[src/rtl/exit_status_reporter.sv]
`default_nettype none
// ============================================================================
// Module      : exit_status_reporter
// Description : APB slave that records the end-of-test result written by
//               software and drives done/status/code for the testbench
//               exit-status interface. Optional watchdog turns a hung
//               program into a TIMEOUT result; enable it by defining
//               EXIT_STATUS_WDOG_EN.
// Revision    : 1.0 - initial release
// ============================================================================
module exit_status_reporter #(
    parameter int APB_ADDR_WIDTH = 12,
    parameter int WDOG_WIDTH     = 32
) (
    input  logic                      clk,
    input  logic                      rst_n,
    input  logic [APB_ADDR_WIDTH-1:0] paddr,
    input  logic [31:0]               pwdata,
    input  logic                      pwrite,
    input  logic                      psel,
    input  logic                      penable,
    output logic [31:0]               prdata,
    output logic                      pready,
    output logic                      pslverr,
    output logic                      done_o,
    output logic [1:0]                status_o,
    output logic [31:0]               exit_code_o
);

    localparam logic [1:0] c_ST_IDLE   = 2'd0;
    localparam logic [1:0] c_ST_ARMED  = 2'd1;
    localparam logic [1:0] c_ST_DONE   = 2'd2;

    localparam logic [1:0] c_STS_SUCCESS = 2'd1;
    localparam logic [1:0] c_STS_FAIL    = 2'd2;
    localparam logic [1:0] c_STS_TIMEOUT = 2'd3;

    localparam logic [1:0] c_REG_EXIT = 2'd0;
    localparam logic [1:0] c_REG_WDOG = 2'd1;
    localparam logic [1:0] c_REG_STAT = 2'd2;
    localparam logic [1:0] c_REG_KICK = 2'd3;

    logic [1:0] r_state;

    // Byte-lane bits of the address carry no meaning for word registers.
    logic w_unused;
    assign w_unused = &{1'b0, paddr[1:0]};

    logic       w_access;
    logic       w_unmapped;
    logic       w_wr;
    logic [1:0] w_sel;
    logic       w_wr_exit;

    assign w_access   = psel & penable;
    assign w_unmapped = |paddr[APB_ADDR_WIDTH-1:4];
    assign w_sel      = paddr[3:2];
    assign w_wr       = w_access & pwrite & ~w_unmapped;
    assign w_wr_exit  = w_wr & (w_sel == c_REG_EXIT);

    assign pready = 1'b1;

`ifdef EXIT_STATUS_WDOG_EN
    logic [WDOG_WIDTH-1:0] r_counter;
    logic [WDOG_WIDTH-1:0] r_wdog_load;
    logic                  w_wr_wdog;
    logic                  w_wr_kick;

    assign w_wr_wdog = w_wr & (w_sel == c_REG_WDOG);
    assign w_wr_kick = w_wr & (w_sel == c_REG_KICK);

    // Result FSM with watchdog; an EXIT write takes priority over everything,
    // and a KICK takes priority over the counter expiring.
    always_ff @(posedge clk) begin
        if (!rst_n) begin
            r_state     <= c_ST_IDLE;
            done_o      <= 1'b0;
            status_o    <= 2'd0;
            exit_code_o <= 32'd0;
            r_counter   <= '0;
            r_wdog_load <= '0;
        end else begin
            case (r_state)
                c_ST_IDLE: begin
                    if (w_wr_exit) begin
                        r_state     <= c_ST_DONE;
                        done_o      <= 1'b1;
                        status_o    <= (pwdata == 32'd0) ? c_STS_SUCCESS : c_STS_FAIL;
                        exit_code_o <= pwdata;
                    end else if (w_wr_wdog) begin
                        r_counter   <= WDOG_WIDTH'(pwdata);
                        r_wdog_load <= WDOG_WIDTH'(pwdata);
                        if (WDOG_WIDTH'(pwdata) != '0) begin
                            r_state <= c_ST_ARMED;
                        end
                    end
                end
                c_ST_ARMED: begin
                    if (w_wr_exit) begin
                        r_state     <= c_ST_DONE;
                        done_o      <= 1'b1;
                        status_o    <= (pwdata == 32'd0) ? c_STS_SUCCESS : c_STS_FAIL;
                        exit_code_o <= pwdata;
                    end else if (w_wr_wdog) begin
                        r_counter   <= WDOG_WIDTH'(pwdata);
                        r_wdog_load <= WDOG_WIDTH'(pwdata);
                        if (WDOG_WIDTH'(pwdata) == '0) begin
                            r_state <= c_ST_IDLE;
                        end
                    end else if (w_wr_kick) begin
                        r_counter <= r_wdog_load;
                    end else if (r_counter <= WDOG_WIDTH'(1)) begin
                        r_counter   <= '0;
                        r_state     <= c_ST_DONE;
                        done_o      <= 1'b1;
                        status_o    <= c_STS_TIMEOUT;
                        exit_code_o <= 32'hFFFF_FFFF;
                    end else begin
                        r_counter <= r_counter - WDOG_WIDTH'(1);
                    end
                end
                default: begin
                    // Terminal: first result stays, counter frozen.
                    r_state <= c_ST_DONE;
                end
            endcase
        end
    end

    logic [31:0] w_rd_wdog;
    logic [31:0] w_rd_kick;
    assign w_rd_wdog = 32'(r_counter);
    assign w_rd_kick = 32'(r_wdog_load);
`else
    // Result FSM without watchdog: a single IDLE -> DONE transition.
    always_ff @(posedge clk) begin
        if (!rst_n) begin
            r_state     <= c_ST_IDLE;
            done_o      <= 1'b0;
            status_o    <= 2'd0;
            exit_code_o <= 32'd0;
        end else begin
            if ((r_state == c_ST_IDLE) && w_wr_exit) begin
                r_state     <= c_ST_DONE;
                done_o      <= 1'b1;
                status_o    <= (pwdata == 32'd0) ? c_STS_SUCCESS : c_STS_FAIL;
                exit_code_o <= pwdata;
            end
        end
    end

    logic [31:0] w_rd_wdog;
    logic [31:0] w_rd_kick;
    assign w_rd_wdog = 32'd0;
    assign w_rd_kick = 32'd0;
`endif

    // Read mux and error flag, live only during the access phase.
    always_comb begin
        prdata  = 32'd0;
        pslverr = 1'b0;
        if (w_access) begin
            if (w_unmapped) begin
                pslverr = 1'b1;
            end else if (!pwrite) begin
                case (w_sel)
                    c_REG_EXIT: prdata = exit_code_o;
                    c_REG_WDOG: prdata = w_rd_wdog;
                    c_REG_STAT: prdata = {29'd0, done_o, status_o};
                    c_REG_KICK: prdata = w_rd_kick;
                    default:    prdata = 32'd0;
                endcase
            end
        end
    end

endmodule
`default_nettype wire

[config.mk]
export PLATFORM = sky130hd
export DESIGN_NAME = exit_status_reporter
export DESIGN_NICKNAME = d
export VERILOG_FILES = /design/src/rtl/exit_status_reporter.sv
export SDC_FILE = /design/constraint.sdc
export NUM_CORES = 1
export LEC_CHECK = 0
export ABC_AREA = 1
export ABC_CLOCK_PERIOD_IN_PS = 1500
export BUFFER_PORTS_ARGS = -buffer_cell sky130_fd_sc_hd__buf_4
export CORE_MARGIN = 2
export CORE_UTILIZATION = 41
export DETAILED_ROUTE_END_ITERATION = 10
export PLACE_DENSITY = 0.8
export RECOVER_POWER = 100
export SETUP_SLACK_MARGIN = 0.02
export SYNTH_ARGS = -nofsm -noshare
export SYNTH_HDL_FRONTEND = slang
export SYNTH_SLANG_ARGS = --single-unit
[constraint.sdc]
create_clock -name clk -period 1.5 [get_ports clk]
set_clock_uncertainty 0.05 [all_clocks]
set_input_delay 0.075 -clock clk [delete_from_list [all_inputs] [get_ports clk]]
set_output_delay 0.075 -clock clk [all_outputs]
set_load 0.005 [all_outputs]
==> run_results.csv <==
group,metric,value,unit
status,run_status,"finished clean",
global_route,overall_global_routing_usage,0.247,
worst_setup_path,path_class,"in -> out",
yosys,synth_ff_type,"sky130_fd_sc_hd__dfxtp_1",
yosys,syn_inst,270,
finish,finalNonFillerCells,461,
yosys,post-synth-top-area-cell,"sky130_fd_sc_hd__dfxtp_1",
power,power.leakage,1.35,nW
yosys,syn-num-nets,319,
finish,final-seq-area,701,µm²
timing,max_clock_freq,0.735,GHz
cts,cts_root_buf,"sky130_fd_sc_hd__clkbuf_8",
yosys,synth_commonest_cells,"115 x sky130_fd_sc_hd__nor2_1, 46 x sky130_fd_sc_hd__nand2_1, 35 x sky130_fd_sc_hd__dfxtp_1",
floorplan,rows,23,
routing,drc,0,
floorplan,fp.dieW,68.2,µm
yosys,synth_most_common_cell,"sky130_fd_sc_hd__nor2_1",
yosys,synth-warning-count,0,
finish,areaGrowthSynthToFinish,74.7,%
yosys,ys_async_sr_fraction,0,
yosys,synth_sequential_area_ratio,0.415,
timing,whs,11.2,ps
place,gp_routability_congestion,0.730,
finish,multi_input_comb_area,875,µm²
worst_setup_path,critical_path_required,1370,ps
worst_setup_path,timing.critical_path.slowest_cell_delay,290,ps
floorplan,fp.dieArea,4650,µm²
routing,wire_per_inst,12.4,µm
yosys,post-synth-top-area-fraction,0.415,
worst_setup_path,worst_path_max_delay_cell,"sky130_fd_sc_hd__clkbuf_4",
worst_setup_path,worstSetupStartpoint,"paddr[9]",
cts,tritoncts,"yes",
yosys,synth.ff_latch_count,35,
routing,postRouteAntennaNets,0,
timing,finalSetupViolations,0,
timing,finalMaxSlewViolations,0,
finish,nFillCells,345,
routing,detailedRoute.firstPassIterationCount,4,
cts,worst_setup_hold_path_clk_slew,70,ps
cts,numClockSinks,35,
worst_setup_path,timing.rr.start,"done_o",
floorplan,initial_core_util,0.425,
global_route,grt_first_pass_wirelength,8.60,mm
routing,num_vias,2184,
place,place_inst,423,
timing,setup_repair_after_global_routing_missed_its_margin,"no",
cts,insertion_delay,280,ps
flow_run,maxCapViolations,0,
worst_setup_path,worstPathCellList,"buf_4, nor2_1, nand2_1, nor2_1, nand2_1, clkbuf_4, a21oi_1, clkbuf_4",
yosys,yosys-top-cells-area,"sky130_fd_sc_hd__dfxtp_1 41%, sky130_fd_sc_hd__nor2_1 26%, sky130_fd_sc_hd__nand2_1 10%, sky130_fd_sc_hd__o21ai_0 5.9%, sky130_fd_sc_hd__o21ai_1 4.1%",
worst_setup_path,critical_path.endpoint_type,"primary output",
cts,count_of_h_tree_levels_built_during_cts,2,
routing,drt-vias-per-instance,4.74,
global_route,via_count_of_the_first_global_routing_pass,1958,
routing,drtIter0Drc,84,
finish,finalNetCount,459,
global_route,grt_start_max_net_pins,35,
cts,post-cts-setup-buffers,0,
yosys,synth-edff-count,0,
worst_setup_path,path_max_fanout,32,
power,design_power_total,1.90,mW
global_route,final_global_route_overflow_total,0,
timing,final_period_minus_worst_setup_slack,1360,ps
timing,hold_viol_final,0,
floorplan,die-height,68.2,µm
routing,drt-total-wl,5.73,mm
worst_setup_path,crit_path_start_kind,"input port",
yosys,post_synth.cell_area_avg,6.26,µm²
power,ir_drop,0.592,mV
timing,setup_tns,0,ps
yosys,area_of_the_mapped_netlist,1690,µm²
cts,cts_bufs_inserted,5,
worst_hold_path,beginning_of_the_worst_hold_path,"pwdata[7]",
global_route,grt_antenna_before_repair,0,
floorplan,coreArea,3970,µm²
timing,timing.final.crit_share,0.907,
finish,layout-drive-gt1-share,0.309,
place,pre_cts_setup_slack,122,ps
worst_setup_path,reg2reg_setup_slack,200,ps
place,hpwlAfterDp,3.71,mm
place,io_buffer_count,114,
yosys,netlist-cell-type-count,17,
power,power_density,646,nW/µm²
finish,antenna_cells_inserted,0,
cts,max-clock-path-buffers,2,
worst_setup_path,critical_path_buf_inv_count,3,
timing,setup_ws,140,ps
floorplan,io_pins,118,
worst_setup_path,path_delay_family,"buffers and inverters",
worst_setup_path,cp.arrival,1230,ps
worst_hold_path,worstHoldPathType,"in -> reg",
==> cells in the final DEF (no fill, tap or decap) <==
cell type,Yosys,final
sky130_fd_sc_hd__a21oi_1,7,7
sky130_fd_sc_hd__buf_4,5,53
sky130_fd_sc_hd__clkbuf_1,9,3
sky130_fd_sc_hd__clkbuf_2,0,1
sky130_fd_sc_hd__clkbuf_4,0,63
sky130_fd_sc_hd__clkbuf_8,0,7
sky130_fd_sc_hd__conb_1,1,1
sky130_fd_sc_hd__dfxtp_1,35,35
sky130_fd_sc_hd__dlygate4sd3_1,0,30
sky130_fd_sc_hd__inv_1,6,6
sky130_fd_sc_hd__inv_4,0,1
sky130_fd_sc_hd__nand2_1,46,46
sky130_fd_sc_hd__nand3_1,4,4
sky130_fd_sc_hd__nand4_1,1,2
sky130_fd_sc_hd__nor2_1,115,115
sky130_fd_sc_hd__nor2_4,2,2
sky130_fd_sc_hd__nor2b_1,1,1
sky130_fd_sc_hd__o21ai_0,20,25
sky130_fd_sc_hd__o21ai_1,14,9
==> sequential cells by signal, indices dropped and copies added (netlist names) <==
signal / flops
status_o: 2
exit_code_o: 32
done_o: 1
==> kinds of logic (layout without fill, tap and decap cells) <==
logic type | after synthesis | count (layout) | synth area share
other cells | 1 | 1 | 0.00222
simple gates | 170 | 170 | 0.398
buf+inv | 23 | 164 | 0.0637
flops | 35 | 35 | 0.415
compound gates | 41 | 41 | 0.121
==> per-stage QoR <==
stage,util,area (µm²)
after global routing,0.743,2950
after CTS,0.746,2960
after floorplan,-,1690
final,0.743,2950
after global placement,0.646,2560
after detailed placement,0.646,2560
==> where the power goes <==
part | internal (mW) | switching, mW
registers | 0.929 | 0.000137
clock network | 0.419 | 0.323
logic | 0.144 | 0.0899
==> worst min-delay path: cells and delay by family <==
family          cells  cell delay (ps)
buf+inv             2              110
compound gates      1              110
==> timing repair <==
action	CTS	global route
setup endpoints to repair	0	2
hold buffers	30	0
endpoints found under the hold margin	30	0
gates resized for setup	0	2
==> final timing paths <==
| check | to | depth (start not counted) |
|---|---|---|
| setup / recovery | prdata[0] | 8 |
| hold / removal | exit_code_o[7] | 3 |
| setup reg to reg | exit_code_o[7] | 6 |
| hold reg to reg | done_o | 2 |
==> cell type report <==
type	instances	area share
sequential	35	0.237
timing repair buffer	149	0.401
tap	50	0.0212
inverter	7	0.00975
clock buffer	8	0.0339
multi-input combinational	212	0.296
==> metal layers <==
| metal | wire (µm) | up-vias | global-route usage |
|---|---|---|---|
| met4 | 136 | 0 | 0.115 |
| met5 | 0 | - | 0 |
| met1 | 2250 | 958 | 0.280 |
| met2 | 2900 | 90 | 0.437 |
| met3 | 437 | 13 | 0.0526 |
| li1 | - | 1123 | - |
Note: power is estimated with default switching activity, not from simulation.
